[src/rtl/alu_frame_ctrl.sv]
// Frame controller for the TP1 ALU: collects A, B, OP bytes, drives the ALU, returns the result byte.
// Define ALU_FRAME_FLAGS_EN to append a flags byte {zeros, zero, carry} after each result.
module alu_frame_ctrl #(
    parameter int NB_DATA = 8,
    parameter int NB_OP   = 6
) (
    input  logic               i_clk,
    input  logic               i_rst_n,
    input  logic [NB_DATA-1:0] i_rx_data,
    input  logic               i_rx_valid,
    output logic               o_rx_ready,
    output logic [NB_DATA-1:0] o_alu_a,
    output logic [NB_DATA-1:0] o_alu_b,
    output logic [NB_OP-1:0]   o_alu_op,
    input  logic [NB_DATA-1:0] i_alu_result,
    input  logic               i_alu_carry,
    output logic [NB_DATA-1:0] o_tx_data,
    output logic               o_tx_valid,
    input  logic               i_tx_ready,
    output logic               o_busy
);

    localparam logic [2:0] ST_GET_A    = 3'd0;
    localparam logic [2:0] ST_GET_B    = 3'd1;
    localparam logic [2:0] ST_GET_OP   = 3'd2;
    localparam logic [2:0] ST_EXEC     = 3'd3;
    localparam logic [2:0] ST_SEND_RES = 3'd4;
`ifdef ALU_FRAME_FLAGS_EN
    localparam logic [2:0] ST_SEND_FLG = 3'd5;
`endif

    logic [2:0] state;
    logic [2:0] state_nxt;
    logic       carry_q;
    logic       rx_fire;
    logic       tx_fire;

    assign rx_fire = i_rx_valid & o_rx_ready;
    assign tx_fire = o_tx_valid & i_tx_ready;

    // NOTE: every variable written in always_comb gets a default first, otherwise a latch is inferred.
    always_comb begin
        state_nxt = state;
        case (state)
            ST_GET_A:    if (rx_fire) state_nxt = ST_GET_B;
            ST_GET_B:    if (rx_fire) state_nxt = ST_GET_OP;
            ST_GET_OP:   if (rx_fire) state_nxt = ST_EXEC;
            ST_EXEC:     state_nxt = ST_SEND_RES;
`ifdef ALU_FRAME_FLAGS_EN
            ST_SEND_RES: if (tx_fire) state_nxt = ST_SEND_FLG;
            ST_SEND_FLG: if (tx_fire) state_nxt = ST_GET_A;
`else
            ST_SEND_RES: if (tx_fire) state_nxt = ST_GET_A;
`endif
            default:     state_nxt = ST_GET_A;
        endcase
    end

`ifdef ALU_FRAME_FLAGS_EN
    // o_tx_data still holds the captured result while the result byte is being sent.
    logic [NB_DATA-1:0] flags_byte;
    always_comb begin
        flags_byte    = '0;
        flags_byte[1] = (o_tx_data == '0);
        flags_byte[0] = carry_q;
    end
`else
    logic unused_carry;
    assign unused_carry = carry_q;
`endif

    // NOTE: sequential state uses non-blocking (<=) so all registers update from pre-edge values.
    always_ff @(posedge i_clk or negedge i_rst_n) begin
        if (!i_rst_n) begin
            state      <= ST_GET_A;
            o_alu_a    <= '0;
            o_alu_b    <= '0;
            o_alu_op   <= '0;
            o_tx_data  <= '0;
            o_tx_valid <= 1'b0;
            o_busy     <= 1'b0;
            o_rx_ready <= 1'b1;
            carry_q    <= 1'b0;
        end else begin
            state <= state_nxt;
            // Ready and busy are registered from the next state so they line up with it.
            o_rx_ready <= (state_nxt == ST_GET_A) || (state_nxt == ST_GET_B) ||
                          (state_nxt == ST_GET_OP);
            o_busy     <= (state_nxt != ST_GET_A);

            case (state)
                ST_GET_A:  if (rx_fire) o_alu_a <= i_rx_data;
                ST_GET_B:  if (rx_fire) o_alu_b <= i_rx_data;
                ST_GET_OP: if (rx_fire) o_alu_op <= i_rx_data[NB_OP-1:0];
                ST_EXEC: begin
                    o_tx_data  <= i_alu_result;
                    carry_q    <= i_alu_carry;
                    o_tx_valid <= 1'b1;
                end
                ST_SEND_RES: begin
                    if (tx_fire) begin
`ifdef ALU_FRAME_FLAGS_EN
                        o_tx_data <= flags_byte;
`else
                        o_tx_valid <= 1'b0;
`endif
                    end
                end
`ifdef ALU_FRAME_FLAGS_EN
                ST_SEND_FLG: if (tx_fire) o_tx_valid <= 1'b0;
`endif
                default: ;
            endcase
        end
    end

endmodule

[config.mk]
export PLATFORM = sky130hd
export DESIGN_NAME = alu_frame_ctrl
export DESIGN_NICKNAME = d
export VERILOG_FILES = /design/src/rtl/alu_frame_ctrl.sv
export SDC_FILE = /design/constraint.sdc
export NUM_CORES = 1
export LEC_CHECK = 0
export ABC_AREA = 1
export CORE_UTILIZATION = 25
export CTS_CLUSTER_DIAMETER = 80
export DETAILED_ROUTE_END_ITERATION = 16
export PLACE_DENSITY = 0.52
export SLEW_MARGIN = 20
export SYNTH_ARGS = -nofsm -noshare
export SYNTH_HDL_FRONTEND = slang
export SYNTH_SLANG_ARGS = --single-unit
[constraint.sdc]
create_clock -name i_clk -period 2.68 [get_ports i_clk]
set_input_delay 0.536 -clock i_clk [delete_from_list [all_inputs] [get_ports i_clk]]
set_output_delay 0.536 -clock i_clk [all_outputs]
set_load 0.02 [all_outputs]
# [Yosys cells after proc, flatten, opt, wreduce, memory -nomap -nowiden]
# Cells that the tools add are included.
# Widths: inputs -> output; s select.
[totals] ff_bits=36 out_inout_bits=33 elab_cells=34
[op_classes] n_eq_ne=7 muxes=7 bitwise=2 reduce_logical=10
[op_table] operator="$pmux 3 s5" count=1
[op_table] operator="$mux 3" count=4
[op_table] operator="$eq 3x2->1 const B" count=3
[op_table] operator="$reduce_and 2->1" count=4
[op_table] operator="$eq 3x1->1 const B" count=2
[op_table] operator="$logic_not 3->1" count=2
[op_table] operator="$eq 3x3->1 const B" count=1
[op_table] operator="$reduce_bool 3->1" count=1
[op_table] operator="$and 1x1->1" count=2
[op_table] operator="$logic_or 1x1->1" count=2
[op_table] operator="$ne 2x2->1 const B" count=1
[op_table] operator="$pmux 1 s2" count=1
[op_table] operator="$reduce_bool 2->1" count=1
[op_table] operator="$mux 1" count=1

# [Longest topological paths before layout]
# Gate-level depths: netlist of run 1.
[logic_depth] depth_word=6 depth_mapped=7

# [Worst setup path before layout of run 1]
# Ideal clock, no wire load.
[synth_path] path_type="register to register" start="reg o_rx_ready" end="reg o_alu_a[5]" setup_time_ns=0.127 arrival_time_ns=1.188 path_slack_ns=1.365 stages_incl_launch_ff=7 path_buffers=1 cell_sequence="dfstp_2 > nand2_1 > nor2_4 > nand2_2 > buf_6 > nand2_1 > o21ai_0"
[synth_between] elab_chain_len=2
[synth_lines] item="start: declaration" line_no="11" source="output logic o_rx_ready,"
[synth_lines] item="start signal: assignment" line_no="87" source="o_rx_ready <= (state_nxt == ST_GET_A) || (state_nxt == ST_GET_B) ||"
[synth_lines] item="$and 1x1->1" line_no="38" source="assign rx_fire = i_rx_valid & o_rx_ready;"
[synth_lines] item="$reduce_and 2->1 (no line)"
[synth_lines] item="end signal: assignment" line_no="92" source="ST_GET_A: if (rx_fire) o_alu_a <= i_rx_data;"
[synth_lines] item="end: declaration" line_no="12" source="output logic [NB_DATA-1:0] o_alu_a,"
# No other way between the ends.
# A chain may end at the register's enable or synchronous reset.

# [Worst setup path after layout of run 1]
[layout_path] start="reg o_rx_ready" end="out o_rx_ready"
# No word-level cell between the ends.

==> results of run 1 <==
## layer usage
| layer | GRT usage | wire length (um) | vias up | share of wire |
|---|---|---|---|---|
| met1 | 0.134 | 1410 | 513 | 0.45 |
| met5 | 0 | 0 | - | 0 |
| li1 | - | - | 563 | - |
| met3 | 0.0443 | 258 | 4 | 0.082 |
| met4 | 0.0321 | 26 | 0 | 0.0083 |
| met2 | 0.168 | 1430 | 37 | 0.46 |
## cell families (layout without fill, tap and decap cells)
logic type	count (synthesis)	in the layout
simple gates	68	68
compound gates	23	23
buf+inv	17	72
flops	36	36
## layout by cell type, fill, tap and decap left out
| cell type | netlist | final |
|---|---|---|
| clkdlybuf4s50_1 | 0 | 51 |
| nand2_1 | 44 | 44 |
| dfrtp_1 | 35 | 35 |
| o21ai_2 | 14 | 14 |
| nand3_1 | 10 | 10 |
| inv_1 | 10 | 10 |
| o21ai_0 | 7 | 7 |
| clkbuf_8 | 0 | 6 |
| nand2_2 | 5 | 5 |
| nor2_4 | 3 | 3 |
| clkbuf_1 | 0 | 2 |
| inv_2 | 1 | 1 |
| inv_4 | 1 | 1 |
| nand3_2 | 1 | 1 |
| nor2_1 | 1 | 1 |
| nand2_8 | 1 | 1 |
| nand2_4 | 1 | 1 |
| nand3b_4 | 1 | 1 |
| nor2_2 | 1 | 1 |
| a21oi_1 | 1 | 1 |
| o21ai_1 | 1 | 1 |
| buf_2 | 0 | 1 |
| dfstp_2 | 1 | 1 |
## cell type report
type	count	share of cell area
Clock buffer	8	0.0415
Inverter	12	0.0219
Multi-Input combinational cell	91	0.239
Sequential cell	36	0.416
Tap cell	75	0.0433
Timing Repair Buffer	52	0.238
## metrics by stage
step,instances,setup WS [ps]
floorplan,144,1370
detailed placement,266,808
finish,274,745
global route,274,698
global placement,266,814
CTS,274,729
## Yosys cell counts, drive strengths merged
master	number
o21ai	22
buf	5
nand2	51
nand3b	1
inv	12
a21oi	1
nor2	5
dfstp	1
nand3	11
dfrtp	35
## power groups by stage
stage	Clock (mW)	Sequential, mW	Combinational [mW]
after detailed placement	0	0.990	1.38
after global placement	0	0.992	1.36
final	0.389	0.979	1.35
after CTS	0.406	0.984	1.38
after floorplan	0	1.25	0.558
after global routing	0.430	1.01	1.48
## path summary, 6_finish.rpt
check / start / endpoint / cells after the start
max: o_rx_ready$_DFF_PN1_ / o_rx_ready / 1
min: i_rst_n / o_tx_data[4]$_DFFE_PN0N_ / 1
max reg2reg: state[2]$_DFF_PN0_ / o_alu_b[2]$_DFFE_PN0P_ / 4
min reg2reg: o_tx_data[5]$_DFFE_PN0N_ / o_tx_data[5]$_DFFE_PN0N_ / 2
max in group asynchronous: i_rst_n / o_alu_a[2]$_DFFE_PN0P_ / 1
min in group i_clk: o_tx_data[5]$_DFFE_PN0N_ / o_tx_data[5]$_DFFE_PN0N_ / 2
## sequential cells by signal, summed over array words and instances, names as in the netlist
signal and count:
o_alu_a 8, o_alu_b 8, o_tx_data 8, o_alu_op 6
state 3, o_busy 1, o_rx_ready 1, o_tx_valid 1
==> summary.md, run 1 <==
| Metric | Value |
|---|---|
| Setup Buffers After CTS | `0` |
| Crit path time final | `about 1900 ps` |
| Row count | `28` |
| I/O Buffers | `52` |
| Clock power share | `0.143` |
| Sw Pwr | `~1.1 mW` |
| Clk_lat worst skew | `280 ps` |
| Critical Path AT | `1400 ps` |
| Die width | `80.1 um` |
| Power Density | `roughly 1300 nW/um^2` |
| Hold Fails Final Rpt | `0` |
| Req. time, crit path | `2140 ps` |
| Share of post-route cells with drive strength above 1 | `0.186` |
| Hold slack | `347 ps` |
| Synth Area in Compound Gates | `0.110` |
| Pre-antenna DRT Iters | `4` |
| Net Sw Frac | `0.402` |
| FF+latch count, synth | `36` |
| Antenna viol nets, final | `0` |
| Drt total wl | `3130 um` |
| Multi-input logic area | `just over 500 sq um` |
| Setup violators final | `0` |
| Mapped Nets | `around 170` |
| Max Fanout on Critical Path | `2` |
| PnR Total Power | `2.72 mW` |
| Layout Skew | `3.77 ps` |
| Root Buffer | `clkbuf_8` |
| Cts repair resizes | `0` |
| Share of total power in combinational logic | `0.497` |
| Crit end category | `output pin` |
| RSZ-0062 raised after global routing | `false` |
| H-tree Lvls | `2` |
| Flop pwr share | `0.360` |
| Mapped Area | `1530 sq um` |
| Worst path slowest cell | `clkdlybuf4s50_1` |
| Synth warn | `0` |
| Detailed-route via count | `1117` |
| Share of the synthesized area in the top cell type | `0.574` |
| VDD IR max | `0.000511 V` |
| Final instance area | `between 2000 and 2500 sq um` |
| Syn Inst Count | `144` |
| Synth cell types | `20` |
| Critical path class | `register to output pin` |
| DRT iter0 DRCs | `73` |
| Wire length per cell | `about 11 um` |
| Relative slew slack | `0.462` |
| Area share of and/or/nand/nor cells after synthesis | `0.231` |
| Clock slew at reported path FFs | `70 ps` |
| Core area | `5890 sq um` |
| Setup TNS | `0 ps` |
| Number of diodes | `0` |
| CTS Buffer Depth | `2` |
| Pint | `about 1.6 mW` |
| Remaining DRCs | `0` |
| Fmax | `around 0.52 GHz` |
| Final Cycle Share | `0.722` |
| Leakage | `0.991 nW` |
| Max cap viols | `0` |
| Pin count of the biggest net entering global routing | `37` |
| First-pass GRT wire length | `5170 um` |
| CP top delay family | `buffers and inverters` |
| Multiplexer area fraction after synthesis | `0` |
| Hold Buf Count CTS | `0` |
| Initial antenna violation count | `0` |
| Syn_area_per_cell | `~11 sq um` |
| Filler cell count | `slightly above 600` |
| Tot GR Track Use | `0.107` |
| Area Growth Syn to Fin | `42.2%` |
| Synth Area in Adders | `0` |
| CTS Sinks | `36` |
| Final core occ | `0.368` |
| Outcome | `completed` |
| Sequential Area | `between 900 and 1000 sq um` |
| Cell accounting for the most synthesized area | `dfrtp_1` |
| CTS buffer count | `5` |
| Grt ovf | `0` |
| Routability Congestion | `around 0.69` |
| Bufs and invs on worst path | `1` |
| Clock tree from TritonCTS | `built` |
| Startpoint Class | `register` |
| Hold WC Path Type | `input pin to async pin` |
| Nets | `219` |
| Die area | `approximately 6400 sq um` |
| Register area share after synthesis | `0.591` |
| Largest family of logic cells by synthesized area | `simple AND/OR/NAND/NOR gates` |
| Number of I/O pins | `54` |
| Number of global-route vias before repair | `1050` |
| Worst slew pin tran | `807 ps` |
| Reg-to-reg slack, setup | `1160 ps` |
| Final Max Slew Viols | `0` |
| Worst stage delay on the critical path | `590 ps` |
| Dpl hpwl | `2160 um` |
| Post-DR vias/cell | `4.08` |
| Critical path cell sequence | `clkdlybuf4s50_1` |
| Post-synthesis xor/xnor area fraction | `0` |
| Synth top area cells | `dfrtp_1 57%, nand2_1 11%, o21ai_2 8.0%` |
| Die height | `roughly 80 um` |
| Placed Area | `2080 sq um` |
| Initial core utilization | `0.259` |
Note: power is estimated with default switching activity, not from simulation.
==> run 2, diff against run 1 <==
- clock period: 2.68 -> 1.9 ns (I/O delays scaled with it)
==> run 2 against run 1 <==
First-iteration DRC count is 51% lower. Via count rose by 1.4%. Utilization rose by 0.55 points. Total power increased by 43%. Non-clock buffer count up 4. Largest cell class unchanged. Hold slack worse by 290 ps. Critical path depth did not move. Largest power group unchanged. Die area did not move. Critical path type unchanged.
==> summary.md, run 2 (synthesized netlist as in run 1, its figures left out) <==
| Metric | Value |
|---|---|
| Leakage | `1.02 nW` |
| Wire length per cell | `11.5 um` |
| Most common cell after layout, fill and taps aside | `clkdlybuf4s50_1` |
| Bufs and invs on worst path | `1` |
| Layout Skew | `9.05 ps` |
| I/O Buffers | `52` |
| Worst stage delay on the critical path | `590 ps` |
| Antenna viol nets, final | `0` |
| Area Growth Syn to Fin | `44.3%` |
| Crit end category | `output pin` |
| Initial antenna violation count | `0` |
| Startpoint Class | `register` |
| Setup TNS | `0 ps` |
| Clock tree from TritonCTS | `built` |
| Die width | `80.1 um` |
| Largest regs | `o_alu_a: 8 flops, o_alu_b: 8 flops, o_tx_data: 8 flops` |
| Die area | `6420 sq um` |
| PnR Total Power | `3.88 mW` |
| R2R depth | `5` |
| Net Sw Frac | `0.403` |
| Grt ovf | `0` |
| Metal2 WL | `around 1400 um` |
| Flop pwr share | `0.349` |
| Number of diodes | `0` |
| Final instance area | `about 2200 sq um` |
| H-tree Lvls | `2` |
| Pin count of the biggest net entering global routing | `23` |
| Critical path cell sequence | `clkdlybuf4s50_1` |
| Top Metal Used | `met4` |
| Worst path slowest cell | `clkdlybuf4s50_1` |
| DP Worst Slack | `160 ps` |
| Share of total power in combinational logic | `0.506` |
| RR Startpoint | `o_rx_ready$_DFF_PN1_` |
| Most frequent cells in the layout | `51 x clkdlybuf4s50_1, 44 x nand2_1, 35 x dfrtp_1` |
| Detailed-route via count | `1133` |
| Dpl hpwl | `2260 um` |
| VDD IR max | `roughly 0.00054 V` |
| PnR worst setup slack | `approximately 120 ps` |
| Max Fanout on Critical Path | `2` |
| Row count | `28` |
| Power Density | `approximately 1800 nW/um^2` |
| Root Buffer | `clkbuf_8` |
| Hold WC Path Type | `input pin to async pin` |
| Placed Area | `2110 sq um` |
| Number of I/O pins | `54` |
| CP top delay family | `buffers and inverters` |
| Post-DR vias/cell | `between 4 and 5` |
| M1 WL | `around 1500 um` |
| Outcome | `completed` |
| Critical Path AT | `around 1400 ps` |
| Crit path time final | `1780 ps` |
| Setup Buffers After CTS | `0` |
| Nets | `223` |
| Hold slack | `57.0 ps` |
| DRT iter0 DRCs | `36` |
| Req. time, crit path | `around 1500 ps` |
| Cts repair resizes | `0` |
| Drt total wl | `3200 um` |
| CTS Sinks | `36` |
| Final Cycle Share | `0.937` |
| Critical path class | `register to output pin` |
| Share of post-route cells with drive strength above 1 | `0.212` |
| Hold Buf Count CTS | `0` |
| Max cap viols | `0` |
| Clock slew at reported path FFs | `around 70 ps` |
| Core area | `just under 6000 sq um` |
| Clock power share | `0.145` |
| Fmax | `0.562 GHz` |
| CTS buffer count | `5` |
| Hold Fails Final Rpt | `0` |
| Number of global-route vias before repair | `approximately 1100` |
| Final Max Slew Viols | `0` |
| Remaining DRCs | `0` |
| Initial core utilization | `0.259` |
| RSZ-0062 raised after global routing | `false` |
| Met3 Wirelength | `251 um` |
| Reg-to-reg slack, setup | `about 530 ps` |
| CTS Buffer Depth | `2` |
| Clk_lat worst skew | `290 ps` |
| Setup violators final | `0` |
| First-pass GRT wire length | `about 5400 um` |
| Routability Congestion | `0.707` |
| Worst slew pin tran | `503 ps` |
| Pint | `2.32 mW` |
| Tot GR Track Use | `0.112` |
| Worst reg2reg path endpoint | `o_busy$_DFF_PN0_` |
| Relative slew slack | `0.665` |
| Die height | `80.1 um` |
| Pre-antenna DRT Iters | `3` |
| Sw Pwr | `1.57 mW` |
==> run 2: worst max-delay path by stage <==
| stage | startpoint | endpoint | slack [ps] | depth (start not counted) |
|---|---|---|---|---|
| finish | o_rx_ready$_DFF_PN1_ | o_rx_ready | 120 | 1 |
| global route | o_rx_ready$_DFF_PN1_ | o_rx_ready | 80 | 1 |
| CTS | o_rx_ready$_DFF_PN1_ | o_rx_ready | 100 | 1 |
| detailed placement | i_rx_valid | o_busy$_DFF_PN0_ | 160 | 6 |
| global placement | i_rx_valid | o_busy$_DFF_PN0_ | 160 | 6 |
| floorplan | o_rx_ready$_DFF_PN1_ | o_alu_a[5]$_DFFE_PN0P_ | 590 | 6 |
==> run 2: metrics by stage <==
stage / util / std cells
floorplan: - / 144
global placement: 0.358 / 270
detailed placement: 0.358 / 270
CTS: 0.374 / 278
global route: 0.374 / 278
finish: 0.374 / 278
==> run 2: final cells by class <==
class                      instances  area (sq um)
multi-input combinational         91           519
fill                             615          3680
sequential                        36           902
clock inverter                     2          10.0
tap                               75          93.8
clock buffer                       6          82.6
inverter                          12          47.5
timing repair buffer              56           546
==> run 2: routing by layer <==
layer | global-route usage | vias up
met1 | 0.145 | 522
met2 | 0.168 | 36
li1 | - | 571
met3 | 0.0477 | 4
met5 | 0 | -
met4 | 0.0321 | 0
==> run 2: power by group through the flow <==
| stage | clock [mW] | combinational (mW) | sequential (mW) |
|---|---|---|---|
| 2_1_floorplan | 0 | 0.788 | 1.76 |
| 5_1_grt | 0.620 | 2.16 | 1.39 |
| 3_5_place_dp | 0 | 2.00 | 1.37 |
| 4_1_cts | 0.583 | 2.00 | 1.36 |
| 6_report | 0.562 | 1.96 | 1.36 |
| 3_3_place_gp | 0 | 1.98 | 1.38 |
==> RTL edit 1 (config.mk and constraints of run 1) <==
Set the parameter `NB_OP` to 5 (it was 6).
--- a/src/rtl/alu_frame_ctrl.sv
+++ b/src/rtl/alu_frame_ctrl.sv
@@ -4,3 +4,3 @@
     parameter int NB_DATA = 8,
-    parameter int NB_OP   = 6
+    parameter int NB_OP   = 5
 ) (
Ports: changed (resized o_alu_op); port bits go from 54 to 53. The function was not compared with the original's and may differ.
==> RTL edit 1 against run 1 <==
  * Highest routed layer unchanged
  * Power down 2.2%
  * Final area down 2.1%
  * Combinational power about the same
  * Setup slack better by 0.0012 ns
  * Synthesized cell count down 0.69%
  * Area after synthesis down 1.7%
  * Via count down 2.9%
  * Sequential cell count down 1
  * Routed wire length down 1.2%
  * Sequential share of layout area down 0.27 points
==> RTL edit 1: results (changes against run 1) <==
[placed_design]
placed_area_sq_um=2040  ; -1.9%
place.gp.congestion=0.661  ; -3.7%

[synth]
synth_area_leaders=dfrtp_1 (57%), nand2_1 (11%), o21ai_2 (9.3%), nand3_1 (3.3%), inv_1 (3.3%)
ys_types=19  ; -5.0%
synth_seq_area_share_pct=58.5  ; -0.63 points
synth_common_cells=nand2_1 (42), dfrtp_1 (34), o21ai_2 (16), inv_1 (13), nand3_1 (10)
synth_nets=164  ; -0.61%

[route]
firstDrtPassIters=2  ; -2
wl_met3_um=305  ; +18%
met1_length_mm=1.48  ; +5.1%
met2WireLength_mm=1.24  ; -14%
routed.top_layer=met4

[global_route]
grt_antenna_before_repair=0  ; unchanged
met2_usage_pct=15.1  ; -1.7 points
grt_start_max_net_pins=36  ; -2.7%
grt_pass1_wl_mm=5.24  ; +1.5%
gr-usage-met1_pct=14.4  ; +0.99 points
grt_pass1_vias=1069  ; +1.8%
grt.total_usage_pct=11.0  ; +0.24 points
met3_usage_pct=5.14  ; +0.71 points

[setup_path]
r2r_start=state[1]
reg2reg_slack_ns=1.07  ; -0.09 ns
critPathSlowestCell=clkdlybuf4s50_1
rr_endpoint=o_busy
ff2ff_path_depth=5  ; +1

[sta]
tightest_slew_ns=0.772  ; -0.0349 ns
clock_skew_ns=0.00235  ; -0.00142 ns

[run_status]
outcome=complete, no violations

[finish]
drive_gt1_share_pct=19.8  ; +1.2 points

[power]
p_leak_nw=0.985  ; -0.65%
max-vdd-ir-drop_v=0.000575  ; +12%

[clocking]
clkTransAtPathRegs_ns=0.07  ; about the same

==> RTL edit 1: worst max-delay path by stage <==
stage | end | slack, ns | depth (start not counted)
4_1_cts | o_rx_ready | 0.73 | 1
2_1_floorplan | o_alu_a[5] | 1.35 | 6
6_report | o_rx_ready | 0.75 | 1
5_1_grt | o_rx_ready | 0.71 | 1
3_3_place_gp | o_busy | 0.77 | 7
3_5_place_dp | o_busy | 0.77 | 7
==> RTL edit 1: cell families (layout without fill, tap and decap cells) <==
logic type | count (synthesis) | count (layout) | share of synthesized area (%)
buf+inv | 19 | 73 | 7.26
flops | 35 | 35 | 58.5
compound gates | 21 | 21 | 11.0
simple gates | 68 | 68 | 23.2
==> RTL edit 1: power by group <==
group	total (mW)	leakage, nW	switching, mW	internal, mW
logic	1.35	0.506	0.744	0.607
registers	0.951	0.432	0.168	0.784
clock network	0.358	0.0477	0.181	0.178
total	2.66	0.985	1.09	1.57
==> RTL edit 1: final cells by class <==
cell class | instances | area [sq um]
Clock buffer | 5 | 68.8
Tap cell | 72 | 90.1
Multi-Input combinational cell | 89 | 513
Fill cell | 576 | 3520
Sequential cell | 35 | 877
Timing Repair Buffer | 51 | 505
Clock inverter | 3 | 15.0
Inverter | 14 | 52.6
==> RTL edit 1: stage by stage <==
| stage | cells | hold WS, ns | utilization, % | setup slack (ns) |
|---|---|---|---|---|
| final | 269 | 0.329 | 37.6 | 0.746 |
| after global routing | 269 | 0.404 | 37.6 | 0.714 |
| after CTS | 269 | 0.356 | 37.6 | 0.726 |
| after detailed placement | 261 | 0.459 | 36.1 | 0.765 |
| after global placement | 261 | 0.454 | 36.1 | 0.770 |
| after floorplan | 143 | 0.240 | - | 1.35 |
==> RTL edit 2 (settings of run 1) <==
Made on the original files. Reset style: synchronous (`i_rst_n`), changed in one clocked block.
--- a/src/rtl/alu_frame_ctrl.sv
+++ b/src/rtl/alu_frame_ctrl.sv
@@ -72,3 +72,3 @@
     // NOTE: sequential state uses non-blocking (<=) so all registers update from pre-edge values.
-    always_ff @(posedge i_clk or negedge i_rst_n) begin
+    always_ff @(posedge i_clk) begin
         if (!i_rst_n) begin
Formal check against the unedited RTL: differs if i_rst_n is asserted again (counterexample within 4 cycles, from zero or initial values and one cycle with i_rst_n low); with i_rst_n held inactive, the same outputs for 10 cycles.
==> RTL edit 2 against run 1 <==
  * Final area down 9.1%
  * Area after synthesis down 16%
  * Routed wire length about the same
  * Hold slack better by 0.14 ns
  * Register-to-register slack better by 0.27 ns
  * Setup slack better by 0.15 ns
  * Global-route usage up 2.0 points
  * Count of clock-buffer cells in the layout down 1
  * Sequential share of layout area down 5.1 points
  * Sequential cell count unchanged
Power is not compared: it rests on default switching activity, and its combinational part moved more than twofold at a synthesized area within 25%.
==> RTL edit 2: results (changes against run 1) <==
[synth]
synth_common_cells=nor2_1 (64), dfxtp_1 (36), o21ai_0 (30), nand2_1 (15), inv_1 (7)
synth_seq_area_share_pct=56.0  ; -3.1 points
async_reset_ff_share_pct=0  ; -100 points
synth-compound-area-share_pct=12.3  ; +1.3 points
muxShareOfSynthArea_pct=0  ; unchanged
synth_area_leaders=dfxtp_1 (56%), nor2_1 (19%), o21ai_0 (12%), nand2_1 (4.4%), inv_1 (2.0%)
synth_nets=190  ; +15%

[finish]
diodes=0  ; unchanged
n_fill_cell=513  ; -16%
drive_gt1_share_pct=6.22  ; -12 points

[sta]
maxSlewHeadroom_pct=80.3  ; +34 points
clock_skew_ns=0.00351  ; -0.000262 ns

[route]
viasPerCell=4.15  ; +1.7%
wl_per_cell_um=10.7  ; -6.3%
drt_iter0_drc=51  ; -30%

[power]
comb_power_share_pct=19.3
swShare_pct=26.1

[setup_path]
critPathSlowestCell=clkdlybuf4s50_1
r2r_start=state[1]
ff2ff_path_depth=6  ; +2
crit_path_max_incr_delay_ns=0.61  ; +0.02 ns
cp.arrival_ns=1.25  ; -0.15 ns
cp-startpoint=o_rx_ready
cp_max_fo=3  ; +1

[placed_design]
pre_cts_ws_ns=0.758  ; -0.0503 ns
place.gp.congestion=0.724  ; +5.5%
dp_hpwl_mm=2.26  ; +4.6%

[global_route]
grt_start_max_net_pins=35  ; -5.4%
grt_pass1_vias=1114  ; +6.1%
grt.total_usage_pct=12.7  ; +2.0 points

[clocking]
root_buffer=clkbuf_8
post-cts-setup-buffers=0  ; unchanged

[min_path]
hold_path_class=register to register

[run_status]
outcome=complete, no violations

==> RTL edit 2: changes by cell type after synthesis, sizes merged, moves of 3 or more <==
cell	run 1	this run
nand3	11	5
clkbuf	0	3
dfxtp	0	36
nand2	51	17
inv	12	9
buf	5	1
nor2	5	65
o21ai	22	30
dfrtp	35	0
==> RTL edit 2: path summary, 6_finish.rpt <==
check / slack [ns] / endpoint
hold / removal: 0.48 / o_alu_op[5]
setup reg to reg: 1.43 / o_tx_data[2]
setup / recovery: 0.90 / o_rx_ready
hold reg to reg: 0.48 / o_alu_op[5]
==> RTL edit 2: logic make-up after synthesis <==
group	Yosys count
buf+inv	14
simple gates	88
compound gates	31
flops	36
==> RTL edit 2: through the flow <==
| step | instances | instance area [sq um] |
|---|---|---|
| finish | 292 | 1970 |
| global route | 292 | 1970 |
| CTS | 292 | 1970 |
| detailed placement | 285 | 1880 |
| global placement | 285 | 1880 |
| floorplan | 169 | 1290 |
==> RTL edit 2: final cells by class <==
cell class                 count  area, sq um  area share [%]
inverter                      10         38.8            1.97
clock buffer                   7         96.3            4.89
sequential                    36          721            36.5
timing repair buffer          53          528            26.8
multi-input combinational    119          504            25.6
tap                           67         83.8            4.25
==> RTL edit 2: per-layer routing <==
| metal | GRT usage, % | routed length [um] | part of all wire, % | vias to the layer above |
|---|---|---|---|---|
| li1 | - | - | - | 650 |
| met1 | 15.8 | 1490 | 48 | 528 |
| met2 | 20.0 | 1490 | 48 | 31 |
| met3 | 4.53 | 118 | 3.8 | 2 |
| met4 | 5.13 | 26 | 0.83 | 0 |
| met5 | 0 | 0 | 0 | - |
